[src/rtl/axis_trailer_appender.sv]
// axis_trailer_appender
// Forwards AXI-Stream data beats unchanged through a single registered output
// slot and, unless the packet is bypassed, appends one trailer beat carrying the
// packet's kept-byte count (saturating) and a 16-bit modular byte checksum.
module axis_trailer_appender #(
    parameter int TDATA_WIDTH = 32
) (
    input  logic                       aclk,
    input  logic                       areset,
    input  logic [TDATA_WIDTH-1:0]     s_axis_tdata,
    input  logic [TDATA_WIDTH/8-1:0]   s_axis_tkeep,
    input  logic                       s_axis_tlast,
    input  logic                       s_axis_tvalid,
    output logic                       s_axis_tready,
    output logic [TDATA_WIDTH-1:0]     m_axis_tdata,
    output logic [TDATA_WIDTH/8-1:0]   m_axis_tkeep,
    output logic                       m_axis_tlast,
    output logic                       m_axis_tvalid,
    input  logic                       m_axis_tready,
    input  logic                       bypass,
    output logic [15:0]                pkt_count
);

    localparam int KW = TDATA_WIDTH / 8;

    typedef enum logic [0:0] {
        ST_PASS    = 1'b0,
        ST_TRAILER = 1'b1
    } state_t;

    // Number of qualified bytes in a beat.
    function automatic logic [15:0] popcount_f(input logic [KW-1:0] keep);
        logic [15:0] cnt;
        cnt = 16'd0;
        for (int i = 0; i < KW; i++) begin
            cnt = cnt + {15'd0, keep[i]};
        end
        return cnt;
    endfunction

    // Modulo-2^16 sum of the qualified bytes of a beat.
    function automatic logic [15:0] byte_sum_f(input logic [TDATA_WIDTH-1:0] data,
                                               input logic [KW-1:0]          keep);
        logic [15:0] sum;
        sum = 16'd0;
        for (int i = 0; i < KW; i++) begin
            if (keep[i]) begin
                sum = sum + {8'd0, data[8*i +: 8]};
            end else begin
                sum = sum;
            end
        end
        return sum;
    endfunction

    state_t                   state_q;
    logic                     first_q;
    logic                     byp_q;
    logic [15:0]              byte_cnt_q;
    logic [15:0]              csum_q;
    logic [15:0]              pkt_count_q;
    logic [TDATA_WIDTH-1:0]   m_tdata_q;
    logic [KW-1:0]            m_tkeep_q;
    logic                     m_tlast_q;
    logic                     m_tvalid_q;

    logic                     slot_free_s;
    logic                     accept_s;
    logic                     pkt_bypass_s;
    logic [16:0]              cnt_sum_s;
    logic [15:0]              byte_cnt_d;
    logic [15:0]              csum_d;
    logic [TDATA_WIDTH-1:0]   trailer_data_s;

    // Handshake qualifiers and next accumulator values for the current beat.
    always_comb begin
        slot_free_s   = !m_tvalid_q || m_axis_tready;
        s_axis_tready = (state_q == ST_PASS) && slot_free_s;
        accept_s      = s_axis_tvalid && s_axis_tready;
        if (first_q) begin
            pkt_bypass_s = bypass;
        end else begin
            pkt_bypass_s = byp_q;
        end
        cnt_sum_s = {1'b0, byte_cnt_q} + {1'b0, popcount_f(s_axis_tkeep)};
        if (cnt_sum_s[16]) begin
            byte_cnt_d = 16'hFFFF;
        end else begin
            byte_cnt_d = cnt_sum_s[15:0];
        end
        csum_d = csum_q + byte_sum_f(s_axis_tdata, s_axis_tkeep);
    end

    // Trailer beat layout: checksum in the low half-word, byte count above it.
    always_comb begin
        trailer_data_s        = {TDATA_WIDTH{1'b0}};
        trailer_data_s[15:0]  = csum_q;
        trailer_data_s[31:16] = byte_cnt_q;
    end

    // Packet FSM, accumulators, packet counter and the registered output slot.
    always_ff @(posedge aclk or posedge areset) begin
        if (areset) begin
            state_q     <= ST_PASS;
            first_q     <= 1'b1;
            byp_q       <= 1'b0;
            byte_cnt_q  <= 16'd0;
            csum_q      <= 16'd0;
            pkt_count_q <= 16'd0;
            m_tdata_q   <= {TDATA_WIDTH{1'b0}};
            m_tkeep_q   <= {KW{1'b0}};
            m_tlast_q   <= 1'b0;
            m_tvalid_q  <= 1'b0;
        end else begin
            case (state_q)
                ST_PASS: begin
                    if (accept_s) begin
                        m_tdata_q  <= s_axis_tdata;
                        m_tkeep_q  <= s_axis_tkeep;
                        m_tlast_q  <= s_axis_tlast && pkt_bypass_s;
                        m_tvalid_q <= 1'b1;
                        if (first_q) begin
                            byp_q <= bypass;
                        end else begin
                            byp_q <= byp_q;
                        end
                        if (!pkt_bypass_s) begin
                            byte_cnt_q <= byte_cnt_d;
                            csum_q     <= csum_d;
                        end else begin
                            byte_cnt_q <= byte_cnt_q;
                            csum_q     <= csum_q;
                        end
                        if (s_axis_tlast) begin
                            first_q <= 1'b1;
                            if (pkt_bypass_s) begin
                                pkt_count_q <= pkt_count_q + 16'd1;
                            end else begin
                                state_q <= ST_TRAILER;
                            end
                        end else begin
                            first_q <= 1'b0;
                        end
                    end else if (m_axis_tready) begin
                        // Slot drained with nothing new to load.
                        m_tvalid_q <= 1'b0;
                    end else begin
                        m_tvalid_q <= m_tvalid_q;
                    end
                end
                ST_TRAILER: begin
                    if (slot_free_s) begin
                        m_tdata_q   <= trailer_data_s;
                        m_tkeep_q   <= {KW{1'b1}};
                        m_tlast_q   <= 1'b1;
                        m_tvalid_q  <= 1'b1;
                        byte_cnt_q  <= 16'd0;
                        csum_q      <= 16'd0;
                        pkt_count_q <= pkt_count_q + 16'd1;
                        first_q     <= 1'b1;
                        state_q     <= ST_PASS;
                    end else begin
                        state_q <= ST_TRAILER;
                    end
                end
                default: begin
                    state_q    <= ST_PASS;
                    first_q    <= 1'b1;
                    m_tvalid_q <= 1'b0;
                end
            endcase
        end
    end

    assign m_axis_tdata  = m_tdata_q;
    assign m_axis_tkeep  = m_tkeep_q;
    assign m_axis_tlast  = m_tlast_q;
    assign m_axis_tvalid = m_tvalid_q;
    assign pkt_count     = pkt_count_q;

endmodule

[config.mk]
export PLATFORM = sky130hd
export DESIGN_NAME = axis_trailer_appender
export DESIGN_NICKNAME = d
export VERILOG_FILES = /design/src/rtl/axis_trailer_appender.sv
export SDC_FILE = /design/constraint.sdc
export NUM_CORES = 1
export LEC_CHECK = 0
export BUFFER_PORTS_ARGS = -buffer_cell sky130_fd_sc_hd__buf_4
export CAP_MARGIN = 10
export CORE_UTILIZATION = 60
export CTS_CLUSTER_SIZE = 12
export DETAILED_ROUTE_END_ITERATION = 6
export GPL_TIMING_DRIVEN = 1
export HOLD_SLACK_MARGIN = 0.05
export PLACE_DENSITY = 0.84
export REMOVE_ABC_BUFFERS = 1
export SYNTH_ARGS = -nofsm -noshare
export SYNTH_HDL_FRONTEND = slang
export SYNTH_SLANG_ARGS = --single-unit
[constraint.sdc]
create_clock -name aclk -period 4.8 [get_ports aclk]
set_input_delay 0.24 -clock aclk [delete_from_list [all_inputs] [get_ports aclk]]
set_output_delay 0.24 -clock aclk [all_outputs]
set_load 0.01 [all_outputs]
==> results of run 1 <==
## timing repair
item                                   CTS  global route
gates resized for setup                 40            47
pin swaps                               27            24
setup buffers                            4             6
endpoints found under the hold margin   25             0
setup endpoints to repair                9            11
hold buffers                             1             0
## flip-flops by register name, indices dropped and copies added (netlist names)
signal	flops
state_q	1
first_q	1
m_axis_tdata	32
pkt_count	16
m_axis_tkeep	4
byp_q	1
csum_q	16
byte_cnt_q	16
m_axis_tvalid	1
m_axis_tlast	1
## synth_stat cells, types with 7 or more instances
library cell / number
mux2_2: 9
a21oi_1: 34
o21ai_1: 12
and2_1: 8
xor2_1: 14
xnor2_1: 20
nand2_1: 76
o21a_1: 11
fa_1: 7
clkbuf_1: 23
a21o_1: 7
ha_1: 36
nor3_1: 21
dfrtp_1: 88
nand3_1: 20
inv_1: 23
mux2i_1: 36
a31oi_1: 9
a211oi_1: 9
nand4_1: 13
o21ai_0: 61
nor2_1: 43
## where the power goes
| part | internal, µW | total, µW | switching [µW] |
|---|---|---|---|
| Clock | 406 | 711 | 305 |
| Combinational | 787 | 1630 | 844 |
| Sequential | 914 | 1080 | 168 |
## final cells by class
| cell class | instances | share of cell area |
|---|---|---|
| clock buffer | 9 | 0.0150 |
| clock inverter | 7 | 0.0181 |
| inverter | 25 | 0.0115 |
| multi-input combinational | 547 | 0.504 |
| sequential | 89 | 0.270 |
| tap | 133 | 0.0202 |
| timing repair buffer | 175 | 0.161 |
## through the flow
stage | std cells | hold WS, ns
2_1_floorplan | 661 | 0.349
3_3_place_gp | 958 | 0.432
3_5_place_dp | 958 | 0.455
4_1_cts | 979 | 0.101
5_1_grt | 985 | 0.131
6_report | 985 | 0.111
## worst max-delay path, delay by kind of cell
family / cells / cell delay [ns]
compound gates: 14 / 2.27
buf+inv: 1 / 0.09
xor+xnor: 2 / 0.25
fa+ha+maj: 5 / 1.49
mux: 1 / 0.29
simple gates: 3 / 0.64
## logic make-up after synthesis
kind of cell               synth area share
and+or+nand+nor                       0.188
AOI/OAI and AO/OA                     0.196
DFF                                   0.360
buffers and inverters                0.0362
muxes                                0.0746
adders and majority gates            0.0971
xor gates and xnor gates             0.0481
## worst max-delay path by stage
stage	end	slack [ns]
global placement	csum_q[13]	-0.69
floorplan	csum_q[13]	-0.49
global route	csum_q[13]	-0.45
detailed placement	csum_q[15]	-0.87
finish	csum_q[15]	-0.23
CTS	csum_q[15]	-0.15
## routing by layer
layer | GRT usage | up-vias | share of wire
li1 | - | 2834 | -
met1 | 0.442 | 3006 | 0.41
met2 | 0.568 | 321 | 0.49
met3 | 0.0598 | 49 | 0.082
met4 | 0.144 | 0 | 0.025
met5 | 0 | - | 0
==> results.toml, run 1 <==
[run_status]
status = "finished with violations"
violations = "negative setup slack"

[global_routing]
antenna_found_initial = 0
grt_max_degree = 67
grt_pass1_wl_mm = 29.2
grt.total_usage = 0.342
grt_pass1_vias = 6024
grt_remaining_overflow = 0

[synth]
syn-cell-area_um2 = 6190
synth_edf_count = 0
ys.flop_type = "dfrtp_1"
syn_avg_cell_area_um2 = 8.92
synth_warnings = 0
ys_seq_area_frac = 0.360
synth_cell_types = 67
yosys.area.top_type = "dfrtp_1"
synthTopCellsByArea = "dfrtp_1 (36%), ha_1 (7.3%), mux2i_1 (5.8%)"
synth_top_cell_area_share = 0.356
async_reset_ff_frac = 1.00
synth_cells = 694
synth_seq_cells = 89

[placed_design]
numPortBuffers = 96
pre_cts_ws_ns = -0.865
dp_hpwl_mm = 12.6
place_area_um2 = 7470
place.gp.congestion = 0.960

[layout]
layout_common_cells = "buf_4 (171), dfrtp_1 (87), nand2_1 (75)"
area_growth_pct = 33.3
post-route-util = 0.836
fill_cells = 585
regArea_um2 = 2230
diodes = 0
layout_commonest_cell = "buf_4"
stdcell_area_um2 = 8250
nets = 932
multi_input_area_um2 = 4160
final_layout_size_suffix_gt1_frac = 0.322

[sta]
setup_tns_ns = -1.11
layout_setup_ws_ns = -0.234
min_period_ns = 5.03
timing.slew.headroom = 0.407
hold_viol = 0
fmax_mhz = 199
rsz0062_at_grt = "true"
period_share = 1.05
worst_pin_slew_ns = 0.889
clock_skew_ns = 0.00964
setup_violations = 7
finalMaxSlewViolations = 0

[worst_setup_path]
required_ns = 5.06
critPathKind = "in2reg"
max_stage_delay_ns = 0.40
startpoint = "s_axis_tdata[0]"
cp-start-kind = "input pin"
cpMaxStageDelayCell = "fa_2"
crit_fanout = 5
reg2reg_slack_ns = 2.16
critical_path_arrival_ns = 5.29
cp-end-kind = "register"
worstReg2RegStart = "byte_cnt_q[0]"
ff2ff_path_depth = 7
r2r_end = "byte_cnt_q[5]"

[min_path]
holdPathEnd = "state_q"
hold_path.startpoint = "s_axis_tlast"
hold_path.class = "in2reg"
hold_depth = 3

[clock_network]
max-clock-path-buffers = 2
cts_tree = "yes"
worstSkewPairLatency_ns = 0.38
clock-root-buffer = "clkbuf_8"
cts_sinks = 89
cts.clk_slew.worst_paths_ns = 0.09
htreeDepth = 3
cts_made_buffers = 9

[route]
drt_pass1_iterations = 6
drcViolationCount = 0
num_vias = 6210
wire_per_inst_um = 19.3
via_per_inst = 6.30
wl_mm = 19.0
first_iter_violations = 436
antenna_left = 0

[floorplan]
die_h_um = 104
io_pins = 97
coreArea_um2 = 9860
initial_core_util = 0.627
die_x_um = 104
rows = 36
die_area_um2 = 10700

[power_and_ir_drop]
power_uw = 3420
peakVddDrop_uv = 276
powerDensity_nw_per_um2 = 415
power.leakage_uw = 0.00368

[job]
maxCapViolCount = 0
Power figures use the tool's default switching activity.
==> run 2, diff against run 1 <==
--- a/config.mk
+++ b/config.mk
@@ -7,12 +7,12 @@
 export LEC_CHECK = 0
 export BUFFER_PORTS_ARGS = -buffer_cell sky130_fd_sc_hd__buf_4
 export CAP_MARGIN = 10
-export CORE_UTILIZATION = 60
+export CORE_UTILIZATION = 58
 export CTS_CLUSTER_SIZE = 12
 export DETAILED_ROUTE_END_ITERATION = 6
 export GPL_TIMING_DRIVEN = 1
 export HOLD_SLACK_MARGIN = 0.05
-export PLACE_DENSITY = 0.84
+export PLACE_DENSITY = 0.81
 export REMOVE_ABC_BUFFERS = 1
 export SYNTH_ARGS = -nofsm -noshare
 export SYNTH_HDL_FRONTEND = slang
==> constraint.sdc (replaced) <==
create_clock -name aclk -period 5.65 [get_ports aclk]
set_input_delay 0.2825 -clock aclk [delete_from_list [all_inputs] [get_ports aclk]]
set_output_delay 0.2825 -clock aclk [all_outputs]
set_load 0.01 [all_outputs]
==> run 2 against run 1 <==
Against the previous run: the run ends with design-rule violations left; die area is 3.4% higher; power is 28% lower; final cell count is 6.3% lower; sequential power is 16% lower; flip-flop and latch count stayed put; clock power is 33% lower; first-iteration DRC count is 12% lower.
==> results.toml, run 2 (synthesized netlist as in run 1, its figures left out) <==
[power_and_ir_drop]
power.leakage_uw = 0.00328
powerDensity_nw_per_um2 = 337
peakVddDrop_uv = 212

[layout]
post-route-util = 0.710
layout_common_cells = "buf_4 (109), dfrtp_1 (87), nand2_1 (76)"
largest_reg_flops = 32
nets = 867
area_growth_pct = 18.5
fill_cells = 774
layout_commonest_cell = "buf_4"
diodes = 0
final_layout_size_suffix_gt1_frac = 0.198

[clock_network]
cts.clk_slew.worst_paths_ns = 0.09
cts_hold_buf = 0
max-clock-path-buffers = 2
worstSkewPairLatency_ns = 0.37
clock-root-buffer = "clkbuf_8"
htreeDepth = 3
cts_made_buffers = 9
cts_tree = "yes"
cts_sinks = 89
post_cts_buffers = 0

[run_status]
violations = "design-rule violations"
status = "finished with violations"

[global_routing]
met2_usage = 0.511
grt.total_usage = 0.312
grtUsageMet1 = 0.422
grt_max_degree = 90
top_usage_layer = "met2"
grt_pass1_vias = 5476
grt_util_met3 = 0.0266
grt_pass1_wl_mm = 27.3
grt_remaining_overflow = 0
antenna_found_initial = 0

[worst_setup_path]
reg2reg_slack_ns = 3.12
startpoint = "s_axis_tkeep[0]"
required_ns = 5.89
cp-start-kind = "input pin"
cp-end-kind = "register"
critical_path_arrival_ns = 5.59
worstReg2RegStart = "state_q"
critPathKind = "in2reg"
crit_fanout = 5

[placed_design]
pre_cts_ws_ns = -0.0561
numPortBuffers = 96
dp_hpwl_mm = 12.2
place.gp.congestion = 0.981

[floorplan]
initial_core_util = 0.599
rows = 37
die_x_um = 105
io_pins = 97
coreArea_um2 = 10300
die_area_um2 = 11100
die_h_um = 105

[sta]
rsz0062_at_grt = "false"
fmax_mhz = 187
min_period_ns = 5.34
setup_violations = 0
layout_setup_ws_ns = 0.306
finalMaxSlewViolations = 0
hold_viol = 0
timing.slew.headroom = 0.328
clock_skew_ns = 0.00943
worst_pin_slew_ns = 1.01
period_share = 0.946

[job]
maxCapViolCount = 0

[route]
wl_mm = 16.4
num_vias = 5643
drt_pass1_iterations = 7
first_iter_violations = 383
drcViolationCount = 1
antenna_left = 0
wire_per_inst_um = 17.8
via_per_inst = 6.11

[min_path]
hold_path.class = "in2async"
## run 2: per-stage QoR
step	cell area [µm²]	total power (µW)	hold WS [ns]	setup TNS, ns	std cells
3_3_place_gp	7060	1930	0.452	0	906
5_1_grt	7330	2640	0.0764	0	923
6_report	7330	2470	0.0267	0	923
3_5_place_dp	7060	1990	0.460	-0.124	906
4_1_cts	7280	2460	0.128	0	922
2_1_floorplan	6060	1600	0.391	0	661
## run 2: worst max-delay path: stages
cell       delay (ns)
buf_4            0.13
and2_1           0.15
ha_1             0.22
fa_2             0.38
a21oi_2          0.15
o22ai_1          0.14
or3_1            0.36
a31o_1           0.24
ha_1             0.33
o21a_1           0.14
o31a_1           0.17
a21oi_1          0.05
mux2_2           0.29
ha_1             0.34
o21a_1           0.13
o31a_1           0.18
o221ai_1         0.17
a31oi_1          0.19
o21ai_1          0.09
ha_1             0.34
nor2_1           0.06
a21oi_1          0.15
o2111ai_1        0.18
a211o_1          0.40
o211ai_1         0.20
o31ai_1          0.11
## run 2: final cells by class
| type | count | area (µm²) | area share |
|---|---|---|---|
| clock buffer | 13 | 169 | 0.0230 |
| clock inverter | 3 | 47.5 | 0.00649 |
| inverter | 25 | 95.1 | 0.0130 |
| multi-input combinational | 547 | 3770 | 0.515 |
| sequential | 89 | 2230 | 0.304 |
| tap | 136 | 170 | 0.0232 |
| timing repair buffer | 110 | 846 | 0.115 |
## run 2: where the power goes
part           internal (µW)  switching, µW
combinational            499            587
clock                    243            231
sequential               777            132
total                   1520            949
## run 2: metal layers
| layer | up-vias | share of wire |
|---|---|---|
| li1 | 2711 | - |
| met1 | 2693 | 0.44 |
| met2 | 203 | 0.47 |
| met3 | 36 | 0.053 |
| met4 | 0 | 0.033 |
| met5 | - | 0 |
## run 2: worst paths after layout
kind,endpoint,depth (start not counted)
min reg2reg,pkt_count[15],1
max,csum_q[13],26
max reg2reg,csum_q[14],6
max in group asynchronous,first_q,4
min in group aclk,state_q,3
min,m_axis_tlast,3
## run 2: timing repair
action,in CTS,in global routing
resized for setup,0,7
endpoints found under the hold margin,0,0
setup endpoints to repair,0,6
==> run 3, diff against run 2 <==
--- a/config.mk
+++ b/config.mk
@@ -7,12 +7,12 @@
 export LEC_CHECK = 0
 export BUFFER_PORTS_ARGS = -buffer_cell sky130_fd_sc_hd__buf_4
 export CAP_MARGIN = 10
-export CORE_UTILIZATION = 58
+export CORE_UTILIZATION = 45
 export CTS_CLUSTER_SIZE = 12
 export DETAILED_ROUTE_END_ITERATION = 6
 export GPL_TIMING_DRIVEN = 1
 export HOLD_SLACK_MARGIN = 0.05
-export PLACE_DENSITY = 0.81
+export PLACE_DENSITY = 0.66
 export REMOVE_ABC_BUFFERS = 1
 export SYNTH_ARGS = -nofsm -noshare
 export SYNTH_HDL_FRONTEND = slang
==> run 3 against run 2 <==
Against the previous run: the run now ends clean; first-iteration DRC count decreased by 18%; clock power rose by 38%; setup slack got worse by 0.24 ns; largest cell class unchanged; largest power group unchanged.
==> results.toml, run 3 (synthesized netlist as in run 1, its figures left out) <==
[run_status]
status = "finished clean"

[worst_setup_path]
crit_fanout = 13
cp-start-kind = "input pin"
cpMaxStageDelayCell = "a2111oi_0"
crit_top_cell = "ha_1"
critPathKind = "in2reg"
worstReg2RegStart = "byte_cnt_q[0]"
path_delay_family = "compound AO/OA/AOI/OAI gates"
required_ns = 5.88
cp-end-kind = "register"
ff2ff_path_depth = 7
max_stage_delay_ns = 0.66
crit_buf_inv = 3
r2r_end = "byte_cnt_q[11]"
critical_path_arrival_ns = 5.81
critical_path_depth = 25
reg2reg_slack_ns = 3.17

[layout]
final_cells = 962
regArea_um2 = 2230
area_growth_pct = 20.5
fill_cells = 1224
multi_input_area_um2 = 3770
diodes = 0
layout_commonest_cell = "buf_4"
layout_common_cells = "buf_4 (108), dfrtp_1 (87), nand2_1 (76)"
final_layout_size_suffix_gt1_frac = 0.195
largest_reg_flops = 32
stdcell_area_um2 = 7460
nets = 866

[sta]
fmax_mhz = 179
hold_viol = 0
min_period_ns = 5.58
clock_skew_ns = 0.00892
worst_pin_slew_ns = 1.09
layout_setup_ws_ns = 0.0708
timing.slew.headroom = 0.276
setup_violations = 0
period_share = 0.987
finalMaxSlewViolations = 0

[route]
wire_per_inst_um = 16.8
antenna_left = 0
drt_pass1_iterations = 5
via_per_inst = 5.77
num_vias = 5551
first_iter_violations = 314
wl_mm = 16.2
drcViolationCount = 0

[global_routing]
antenna_found_initial = 0
grt_max_degree = 85
grt_remaining_overflow = 0
grt.total_usage = 0.240
grt_pass1_wl_mm = 26.8
grt_pass1_vias = 5288

[clock_network]
cts.clk_slew.worst_paths_ns = 0.07
clock-root-buffer = "clkbuf_16"
max-clock-path-buffers = 2
worstSkewPairLatency_ns = 0.35
cts_sinks = 89
cts_made_buffers = 9
cts_tree = "yes"
htreeDepth = 3

[min_path]
hold_path.startpoint = "s_axis_tlast"
holdPathEnd = "state_q"
hold_depth = 3
hold_path.class = "in2reg"

[placed_design]
place_area_um2 = 7100
dp_hpwl_mm = 12.2
place.gp.congestion = 0.943
numPortBuffers = 96
dp.cells = 945
pre_cts_ws_ns = -0.160

[floorplan]
io_pins = 97
coreArea_um2 = 13300
die_area_um2 = 14200
die_h_um = 119
initial_core_util = 0.464
die_x_um = 119
rows = 42

[power_and_ir_drop]
power_uw = 2630
power.leakage_uw = 0.00330
powerDensity_nw_per_um2 = 353
peakVddDrop_uv = 210

[job]
maxCapViolCount = 0
run 3: metrics by stage:
step	hold slack [ns]	TNS (ns)	utilization
final	0.182	0	0.559
after global routing	0.190	-1.13	0.559
after CTS	0.175	0	0.557
after detailed placement	0.161	-0.544	0.532
after global placement	0.158	0	0.532
after floorplan	0.391	0	-
run 3: cell type report:
type	instances	area share
Clock buffer	10	0.0307
Clock inverter	6	0.0121
Inverter	25	0.0128
Multi-Input combinational cell	547	0.506
Sequential cell	89	0.299
Tap cell	176	0.0295
Timing Repair Buffer	109	0.110
run 3: worst max path at each step:
stage	start	endpoint	slack, ns
after floorplan	s_axis_tdata[0]	csum_q[13]	0.32
after global placement	s_axis_tdata[0]	csum_q[11]	0.04
after detailed placement	s_axis_tdata[0]	csum_q[13]	-0.16
after CTS	s_axis_tdata[0]	csum_q[13]	0.19
after global routing	s_axis_tkeep[0]	csum_q[15]	-0.25
final	s_axis_tkeep[0]	csum_q[15]	0.07
run 3: report_power, final:
part | switching (µW) | total (µW) | leakage [µW] | internal, µW
Combinational | 574 | 1070 | 0.00202 | 498
Sequential | 133 | 911 | 0.00113 | 778
Clock | 262 | 652 | 0.000153 | 390
run 3: worst register-to-register path, stage by stage (launching register included):
cell      delay, ns
dfrtp_1        0.39
fa_1           0.20
inv_1          0.06
fa_1           0.46
or4_1          0.79
o21ai_2        0.14
a21oi_1        0.08
a211oi_1       0.26
run 3: metal layers:
metal | track usage | routed length [µm]
met2 | 0.375 | 7490
met4 | 0.0854 | 323
met5 | 0 | 0
met3 | 0.0460 | 810
met1 | 0.330 | 7570
run 3: timing repair:
item | in CTS | in global routing
endpoints found under the setup margin | 0 | 6
setup buffers | 0 | 0
endpoints found under the hold margin | 5 | 0
resized for setup | 0 | 6
hold buffers | 1 | 0
